<file path="src/rtl/fetch_pkg.sv">
// Shared definitions for the instruction-fetch front end.
package fetch_pkg;
    localparam int          PC_W      = 16;
    localparam logic [4:0]  OP_HALT   = 5'b00000;
    localparam logic [4:0]  OP_NOP    = 5'b00001;
    localparam logic [15:0] NOP_INSTR = {OP_NOP, 11'b000_0000_0000};

    typedef enum logic [1:0] {
        S_FETCH  = 2'd0,
        S_SQUASH = 2'd1,
        S_HALT   = 2'd2
    } state_t;
endpackage

</file>
<file path="src/rtl/fetch_pc_reg.sv">
// Program counter with sequential increment, redirect load and a latch
// holding the address of the request that is still in flight.
module fetch_pc_reg
    import fetch_pkg::*;
#(
    parameter logic [PC_W-1:0] RESET_PC = 16'h0000,
    parameter logic [PC_W-1:0] PC_INC   = 16'd2
) (
    input  logic            clk,
    input  logic            rst,
    input  logic            i_advance,
    input  logic            i_load,
    input  logic [PC_W-1:0] i_load_pc,
    input  logic            i_track,
    input  logic            i_use_latch,
    output logic [PC_W-1:0] o_pc_next,
    output logic [PC_W-1:0] o_addr
);
    logic [PC_W-1:0] r_pc;
    logic [PC_W-1:0] r_addr_latch;
    logic [PC_W-1:0] w_pc_next;

    // Natural 16-bit overflow gives the required modulo-2^16 wrap.
    assign w_pc_next = r_pc + PC_INC;
    assign o_pc_next = w_pc_next;
    assign o_addr    = i_use_latch ? r_addr_latch : r_pc;

    // PC update: a redirect target takes priority over sequential advance.
    always_ff @(posedge clk or posedge rst) begin
        if (rst) begin
            r_pc <= RESET_PC;
        end else if (i_load) begin
            r_pc <= i_load_pc;
        end else if (i_advance) begin
            r_pc <= w_pc_next;
        end
    end

    // Latch follows the PC while fetching, then freezes so a squashed request keeps its address.
    always_ff @(posedge clk or posedge rst) begin
        if (rst) begin
            r_addr_latch <= RESET_PC;
        end else if (i_track) begin
            r_addr_latch <= r_pc;
        end
    end
endmodule

</file>
<file path="src/rtl/fetch_unit.sv">
// Instruction-fetch front end: owns the PC, runs the imem req/done handshake,
// presents one held instruction to decode and handles redirects and HALT.
module fetch_unit
    import fetch_pkg::*;
#(
    parameter logic [PC_W-1:0] RESET_PC = 16'h0000,
    parameter logic [PC_W-1:0] PC_INC   = 16'd2
) (
    input  logic            clk,
    input  logic            rst,
    output logic            imem_req,
    output logic [PC_W-1:0] imem_addr,
    input  logic [15:0]     imem_rdata,
    input  logic            imem_done,
    input  logic            imem_err,
    input  logic            redirect,
    input  logic [PC_W-1:0] redirect_pc,
    input  logic            stall,
    output logic            instr_valid,
    output logic [15:0]     instr,
    output logic [4:0]      opcode,
    output logic [1:0]      funct,
    output logic [PC_W-1:0] pc_plus,
    output logic            halted,
    output logic            err
);
    state_t          r_state;
    state_t          w_state_nxt;
    logic            r_valid;
    logic            r_err;
    logic [15:0]     r_instr;
    logic [PC_W-1:0] r_pc_plus;

    logic            w_req;
    logic            w_done;
    logic            w_consume;
    logic            w_redir_en;
    logic            w_misalign;
    logic            w_redir;
    logic            w_fetch_ok;
    logic            w_fetch_err;
    logic            w_fault;
    logic            w_is_halt;
    logic [PC_W-1:0] w_pc_next;
    logic [PC_W-1:0] w_addr;

    assign w_consume   = r_valid & ~stall;
    assign w_done      = imem_done & w_req;
    // Redirects from execute are meaningless once fetch has stopped.
    assign w_redir_en  = redirect & (r_state != S_HALT);
    assign w_misalign  = w_redir_en & redirect_pc[0];
    assign w_redir     = w_redir_en & ~redirect_pc[0];
    // Data returning in a redirect cycle is wrong-path and never used.
    assign w_fetch_ok  = (r_state == S_FETCH) & w_done & ~imem_err & ~redirect;
    assign w_fetch_err = (r_state == S_FETCH) & w_done & imem_err & ~redirect;
    assign w_fault     = w_misalign | w_fetch_err;
    assign w_is_halt   = (imem_rdata[15:11] == OP_HALT);

    fetch_pc_reg #(
        .RESET_PC (RESET_PC),
        .PC_INC   (PC_INC)
    ) u_pc (
        .clk         (clk),
        .rst         (rst),
        .i_advance   (w_fetch_ok),
        .i_load      (w_redir),
        .i_load_pc   (redirect_pc),
        .i_track     (r_state == S_FETCH),
        .i_use_latch (r_state == S_SQUASH),
        .o_pc_next   (w_pc_next),
        .o_addr      (w_addr)
    );

    // State register.
    always_ff @(posedge clk or posedge rst) begin
        if (rst) begin
            r_state <= S_FETCH;
        end else begin
            r_state <= w_state_nxt;
        end
    end

    // Next-state: faults stop fetch; a redirect with a request still in flight must drain it first.
    always_comb begin
        w_state_nxt = r_state;
        case (r_state)
            S_FETCH: begin
                if (w_fault) begin
                    w_state_nxt = S_HALT;
                end else if (w_redir) begin
                    if (w_req & ~w_done) begin
                        w_state_nxt = S_SQUASH;
                    end
                end else if (w_fetch_ok & w_is_halt) begin
                    w_state_nxt = S_HALT;
                end
            end
            S_SQUASH: begin
                if (w_fault) begin
                    w_state_nxt = S_HALT;
                end else if (w_done) begin
                    w_state_nxt = S_FETCH;
                end
            end
            S_HALT:  w_state_nxt = S_HALT;
            default: w_state_nxt = S_FETCH;
        endcase
    end

    // Request: no new fetch while a stalled instruction is held; reset drops any request at once.
    always_comb begin
        w_req = 1'b0;
        if (!rst) begin
            case (r_state)
                S_FETCH:  w_req = ~r_valid | ~stall;
                S_SQUASH: w_req = 1'b1;
                default:  w_req = 1'b0;
            endcase
        end
    end

    // Output register: fault, then redirect squash, then new fetch, then plain consume.
    always_ff @(posedge clk or posedge rst) begin
        if (rst) begin
            r_valid   <= 1'b0;
            r_instr   <= NOP_INSTR;
            r_pc_plus <= '0;
            r_err     <= 1'b0;
        end else if (w_fault) begin
            r_valid <= 1'b0;
            r_err   <= 1'b1;
        end else if (w_redir) begin
            r_valid <= 1'b0;
        end else if (w_fetch_ok) begin
            r_instr   <= imem_rdata;
            r_valid   <= 1'b1;
            r_pc_plus <= w_pc_next;
        end else if (w_consume) begin
            r_valid <= 1'b0;
        end
    end

    assign imem_req    = w_req;
    assign imem_addr   = w_addr;
    assign instr_valid = r_valid;
    assign instr       = r_instr;
    assign opcode      = r_instr[15:11];
    assign funct       = r_instr[1:0];
    assign pc_plus     = r_pc_plus;
    assign err         = r_err;
    assign halted      = (r_state == S_HALT) & ~r_valid;
endmodule

</file>
<file path="config.mk">
export PLATFORM = sky130hd
export DESIGN_NAME = fetch_unit
export DESIGN_NICKNAME = d
export VERILOG_FILES = /design/src/rtl/fetch_pkg.sv /design/src/rtl/fetch_pc_reg.sv /design/src/rtl/fetch_unit.sv
export SDC_FILE = /design/constraint.sdc
export NUM_CORES = 1
export LEC_CHECK = 0
export CORE_ASPECT_RATIO = 1.1
export CORE_MARGIN = 4
export CORE_UTILIZATION = 48
export DETAILED_ROUTE_END_ITERATION = 10
export GPL_TIMING_DRIVEN = 0
export PLACE_DENSITY = 0.81
export SLEW_MARGIN = 30
export SYNTH_ARGS = -nofsm -noshare
export SYNTH_HDL_FRONTEND = slang
export SYNTH_SLANG_ARGS = --single-unit
</file>
<file path="constraint.sdc">
create_clock -name clk -period 2.9 [get_ports clk]
set_input_delay 0.58 -clock clk [delete_from_list [all_inputs] [get_ports clk]]
set_output_delay 0.58 -clock clk [all_outputs]
set_load 0.03 [all_outputs]
</file>
# [Yosys cells after proc, flatten, opt, wreduce, memory -nomap -nowiden]
# Cells that the tools add are included.
# Widths: inputs -> output; s select.
[word_totals] output_inout_bits=59 latch_bits=0 ramBits=0 in_bits=38 romBits=0 regBits=68 mem_count=0 word_cells=59
[classes] order_cmp=0 n_eq_ne=6 div=0 muxes=16 shift=0 n_bitwise=23 addsub=1 n_mul=0 reduce_logical=6
[op_table] operator="$mux 16" n=3
[op_table] operator="$add 16x2->16 const B" n=1
[op_table] operator="$and 1x1->1" n=13
[op_table] operator="$mux 2" n=6
[op_table] operator="$not 1->1" n=8
[op_table] operator="$pmux 2 s3" n=1
[op_table] operator="$reduce_and 3->1" n=2
[op_table] operator="$logic_not 5->1" n=1
[op_table] operator="$mux 1" n=5
[op_table] operator="$ne 4x3->1 const B" n=1
[op_table] operator="$ne 4x4->1 const B" n=1
[op_table] operator="$reduce_bool 4->1" n=1
[op_table] operator="$ne 3x3->1 const B" n=1
[op_table] operator="$eq 2x1->1 const B" n=1
[op_table] operator="$eq 2x2->1 const B" n=1
[op_table] operator="$logic_not 2->1" n=1
[op_table] operator="$ne 2x2->1 const B" n=1
[op_table] operator="$or 1x1->1" n=2
[op_table] operator="$pmux 1 s2" n=1
[op_table] operator="$reduce_bool 2->1" n=1

# [Longest topological paths before layout]
[logic_depth] depth_word=13 ltp_mapped=8 ltp_nobuf=5

# [Cells and area by module]
# From an unflattened synthesis, not the netlist that was laid out.
[unflattened] hier_cells=291 area_unflattened_um2=3547.2
[by_module_without_submodules] mod="fetch_pc_reg" instances=1 cells_each=186 area_per_inst_um2=1931.9 seq_area_each_um2=800.8
[by_module_without_submodules] mod="fetch_unit" instances=1 cells_each=105 area_per_inst_um2=1615.3 seq_area_each_um2=902.1

# [Worst setup path before layout]
# No wires, ideal clock.
[synth_path] path_kind="reg-to-output" startpoint="reg r_state[0]" endpoint="out imem_addr[12]" stages_incl_launch_ff=5 arrival_time_ns=1.450 t_required_ns=2.320 slack_ns=0.870 path_buffers=1 path_cell_list="dfrtp_1 > inv_1 > nor2_1 > clkbuf_1 > o21ai_0"
[synth_between] elab_chain_len=2
[synth_rtl] item="start, declared" line_no="fetch_unit.sv:27" rtl="state_t r_state;"
[synth_rtl] item="start signal, assigned" line_no="fetch_unit.sv:79" rtl="r_state <= w_state_nxt;"
[synth_rtl] item="$eq 2x1->1" line_no="fetch_unit.sv:69" rtl=".i_use_latch (r_state == S_SQUASH),"
[synth_rtl] item="$mux 16" line_no="fetch_pc_reg.sv:26" rtl="assign o_addr = i_use_latch ? r_addr_latch : r_pc;"
[synth_rtl] item="end, declared" line_no="fetch_unit.sv:12" rtl="output logic [PC_W-1:0] imem_addr,"
# No other way between the ends.

# [Final worst setup path]
[layout_path] startpoint="in rst" endpoint="out imem_req"
[layout_between] elab_chain_len=1
[layout_rtl] item="start, declared" line_no="fetch_unit.sv:10" rtl="input logic rst,"
[layout_rtl] item="$mux 1" line_no="fetch_unit.sv:113" rtl="if (!rst) begin"
[layout_rtl] item="end, declared" line_no="fetch_unit.sv:11" rtl="output logic imem_req,"
# No other way between the ends.

==> summary.md <==
| Metric | Value |
|---|---|
| Status | completed |
| Overall routing resource usage | 22.9% |
| Clock Tree Buf Depth | 2 |
| Startpoint types | input port |
| Largest family of logic cells by synthesized area | simple AND/OR/NAND/NOR gates |
| Final setup fails | 0 |
| Postcts setup bufs | 0 |
| Initial drt markers | 199 |
| Async set-reset flop share out of synthesis | 100% |
| Max Slew Vio Count | 0 |
| Die W | 87.8 um |
| Top_reg_cell synth | dfrtp_1 |
| Crit path max fanout | 4 |
| Post-Synthesis Cells | 340 |
| Worst-path cell with the longest stage delay | clkdlybuf4s50_1 |
| Total power | 4940 uW |
| Synth-to-layout area growth | 40.3% |
| Core Box Area | 6710 sq um |
| Vias post-DR | roughly 2900 |
| Worst-path cell chain | clkdlybuf4s50_1 -> a311oi_2 -> clkdlybuf4s50_1 |
| Endpoints failing hold | 0 |
| Setup crit end kind | output pin |
| Grt total ovfl | 0 |
| H-Tree Depth | 3 |
| HPWL after DPL | 6460 um |
| Total Neg Setup Slack | 0 ns |
| Min Hold Slack | between 0.4 and 0.5 ns |
| Die height | 95.8 um |
| IO Port Bufs | 96 |
| Critical path class | in2out |
| Simple-gate share of the synthesized area | between 20% and 30% |
| Final Cycle Share | a little over nine tenths |
| GPL Wtd Cong | 0.810 |
| Worst Skew | 0.00462 ns |
| Global-route wire length before repair | 14700 um |
| DR vias/cell | 5.46 |
| DP Area | between 4000 and 5000 sq um |
| Post-synth EDFFs | 0 |
| Compound-Gate Fraction of Synth Area | 8.27% |
| CTS tree | yes |
| Worst path arrival time | 2.22 ns |
| Most frequent cells in the layout | 81 x clkdlybuf4s50_1, 73 x nand2_1, 67 x dfrtp_1 |
| Actual slew at the worst max-slew pin | 0.528 ns |
| Vias in the first global route | a little over 3000 |
| Min Tclk post-route | 2.80 ns |
| Rel. slew slack | 64.8% |
| Post-DRT Antenna Nets | 0 |
| Worst path max stage delay | 0.73 ns |
| Initial Util | between 50 and 60% |
| Max Freq | ~360 MHz |
| Reg clk slew, reported paths | 0.07 ns |
| Worst EP required | 2.32 ns |
| Residual DRC count | 0 |
| Largest net degree at the start of global routing | 50 |
| Routed WL per cell | 16.9 um |
| Initial antenna violation count | 0 |
| Power Density | 1050 nW/um^2 |
| Hold Path Class | reg2reg |
| Layout Utilization | 70.3% |
| Yosys cell types | 44 |
| Sequential fraction of the synthesis area | 50.7% |
| Worst-skew pair later-pin latency | 0.35 ns |
| Max cap viols | 0 |
| Syn Std Cell Area | 3360 sq um |
| Cell mode on critical path | clkdlybuf4s50_1 |
| CTS Buf Count | 9 |
| I/O pin count | 97 |
| Syn Area/Cell | 9.88 sq um |
| Drt pass-1 iters | 4 |
| Layout cell share with drive strength beyond 1 | 18.5% |
| Antenna cells | 0 |
| Final wirelength | 9070 um |
| CTS Sinks | between 60 and 70 |
| Final instance area | 4710 sq um |
| Peak supply drop | 0.000582 V |
| Root Driver | clkbuf_8 |
| Die area | 8410 sq um |
| Leak Pwr | around 0.0022 uW |
| Mapped Nets | 379 |
| Hold_buf cts | 0 |
| Synth warn | 0 |
| Post-synthesis xor/xnor area fraction | 2.35% |
| RSZ-0062 raised after global routing | false |
| Commonest non-fill, non-tap cell in the layout | clkdlybuf4s50_1 |
| Post-synthesis adder-cell area fraction | less than 1% |
| Net count, final | 487 |
| # rows | 31 |
| Proportion of synthesized area in mux cells | a little under an eighth |
| Post-synthesis register bit count | 68 |
==> critical path: cells and delay by family <==
kind	cells	cell delay, ns
buf+inv	2	1.26
compound gates	1	0.37
==> stage by stage <==
stage / worst slack, ns / std cells
2_1_floorplan: 0.610 / 340
3_3_place_gp: -0.699 / 518
3_5_place_dp: 0.118 / 519
4_1_cts: 0.0410 / 535
5_1_grt: 0.0124 / 535
6_report: 0.101 / 535
==> Yosys cell counts, types with 2 or more instances <==
library cell,n,area share [%]
a21o_1,2,0.45
a21oi_1,12,1.8
a22oi_1,2,0.45
a32oi_1,4,1.0
and2_1,2,0.37
and3_1,4,0.74
buf_2,14,2.1
buf_4,7,1.6
clkbuf_1,7,0.78
dfrtp_1,67,50
inv_1,8,0.89
mux2_2,32,11
mux2i_1,4,1.2
nand2_1,73,8.2
nand3_1,15,2.2
nand3_2,2,0.60
nand3b_1,5,1.1
nand4_1,6,1.1
nor2_1,21,2.3
nor3_1,8,1.2
nor4_1,2,0.37
o21ai_0,11,1.6
o221a_2,3,1.0
o32ai_1,2,0.52
xnor2_1,7,1.8
xor2_1,2,0.52
==> state kept, by name, indices dropped and copies added (netlist names) <==
signal	flops
instr	16
u_pc.r_addr_latch	16
pc_plus	16
instr_valid	1
r_state	2
err	1
u_pc.r_pc	16
==> layer usage <==
| layer | wire, um | vias to the layer above | global-route usage [%] |
|---|---|---|---|
| met5 | 0 | - | 0 |
| met4 | 189 | 0 | 10.6 |
| met3 | 536 | 22 | 3.85 |
| met2 | 4460 | 100 | 37.9 |
| met1 | 3880 | 1412 | 29.4 |
| li1 | - | 1387 | - |
==> report_power, final <==
group	internal (uW)	total, uW	switching (uW)
clock	507	877	370
combinational	1080	2430	1350
sequential	1340	1630	289
total	2930	4940	2010
==> area by class of cell <==
type | count | area (sq um)
fill | 526 | 2000
clock buffer | 12 | 145
inverter | 8 | 32.5
tap | 82 | 103
multi-input combinational | 236 | 1480
buffer | 28 | 154
clock inverter | 4 | 72.6
sequential | 68 | 1700
timing repair buffer | 97 | 1030
==> cell families after synthesis <==
family                     after synthesis
DFF                                     68
xor gates and xnor gates                 9
AOI/OAI and AO/OA                       41
and+or+nand+nor                        149
muxes                                   36
buffers and inverters                   36
adders and majority gates                1
==> final timing paths <==
path / start / end / slack (ns) / cells past startpoint
min in group asynchronous: rst / instr[1]$_DFFE_PP0P_ / 0.67 / 2
min reg2reg: instr[11]$_DFFE_PP1P_ / instr[11]$_DFFE_PP1P_ / 0.46 / 2
max reg2reg: u_pc.r_pc[1]$_DFFE_PP0P_ / u_pc.r_pc[13]$_DFFE_PP0P_ / 0.87 / 5
min: instr[11]$_DFFE_PP1P_ / instr[11]$_DFFE_PP1P_ / 0.46 / 2
max: rst / imem_req / 0.10 / 3
max in group asynchronous: rst / u_pc.r_addr_latch[1]$_DFFE_PP0P_ / 1.71 / 3
==> what timing repair did <==
item / CTS / global route
gates cloned: 0 / 0
endpoints found under the setup margin: 16 / 16
resized for setup: 3 / 16
(Power assumes the default switching activity.)
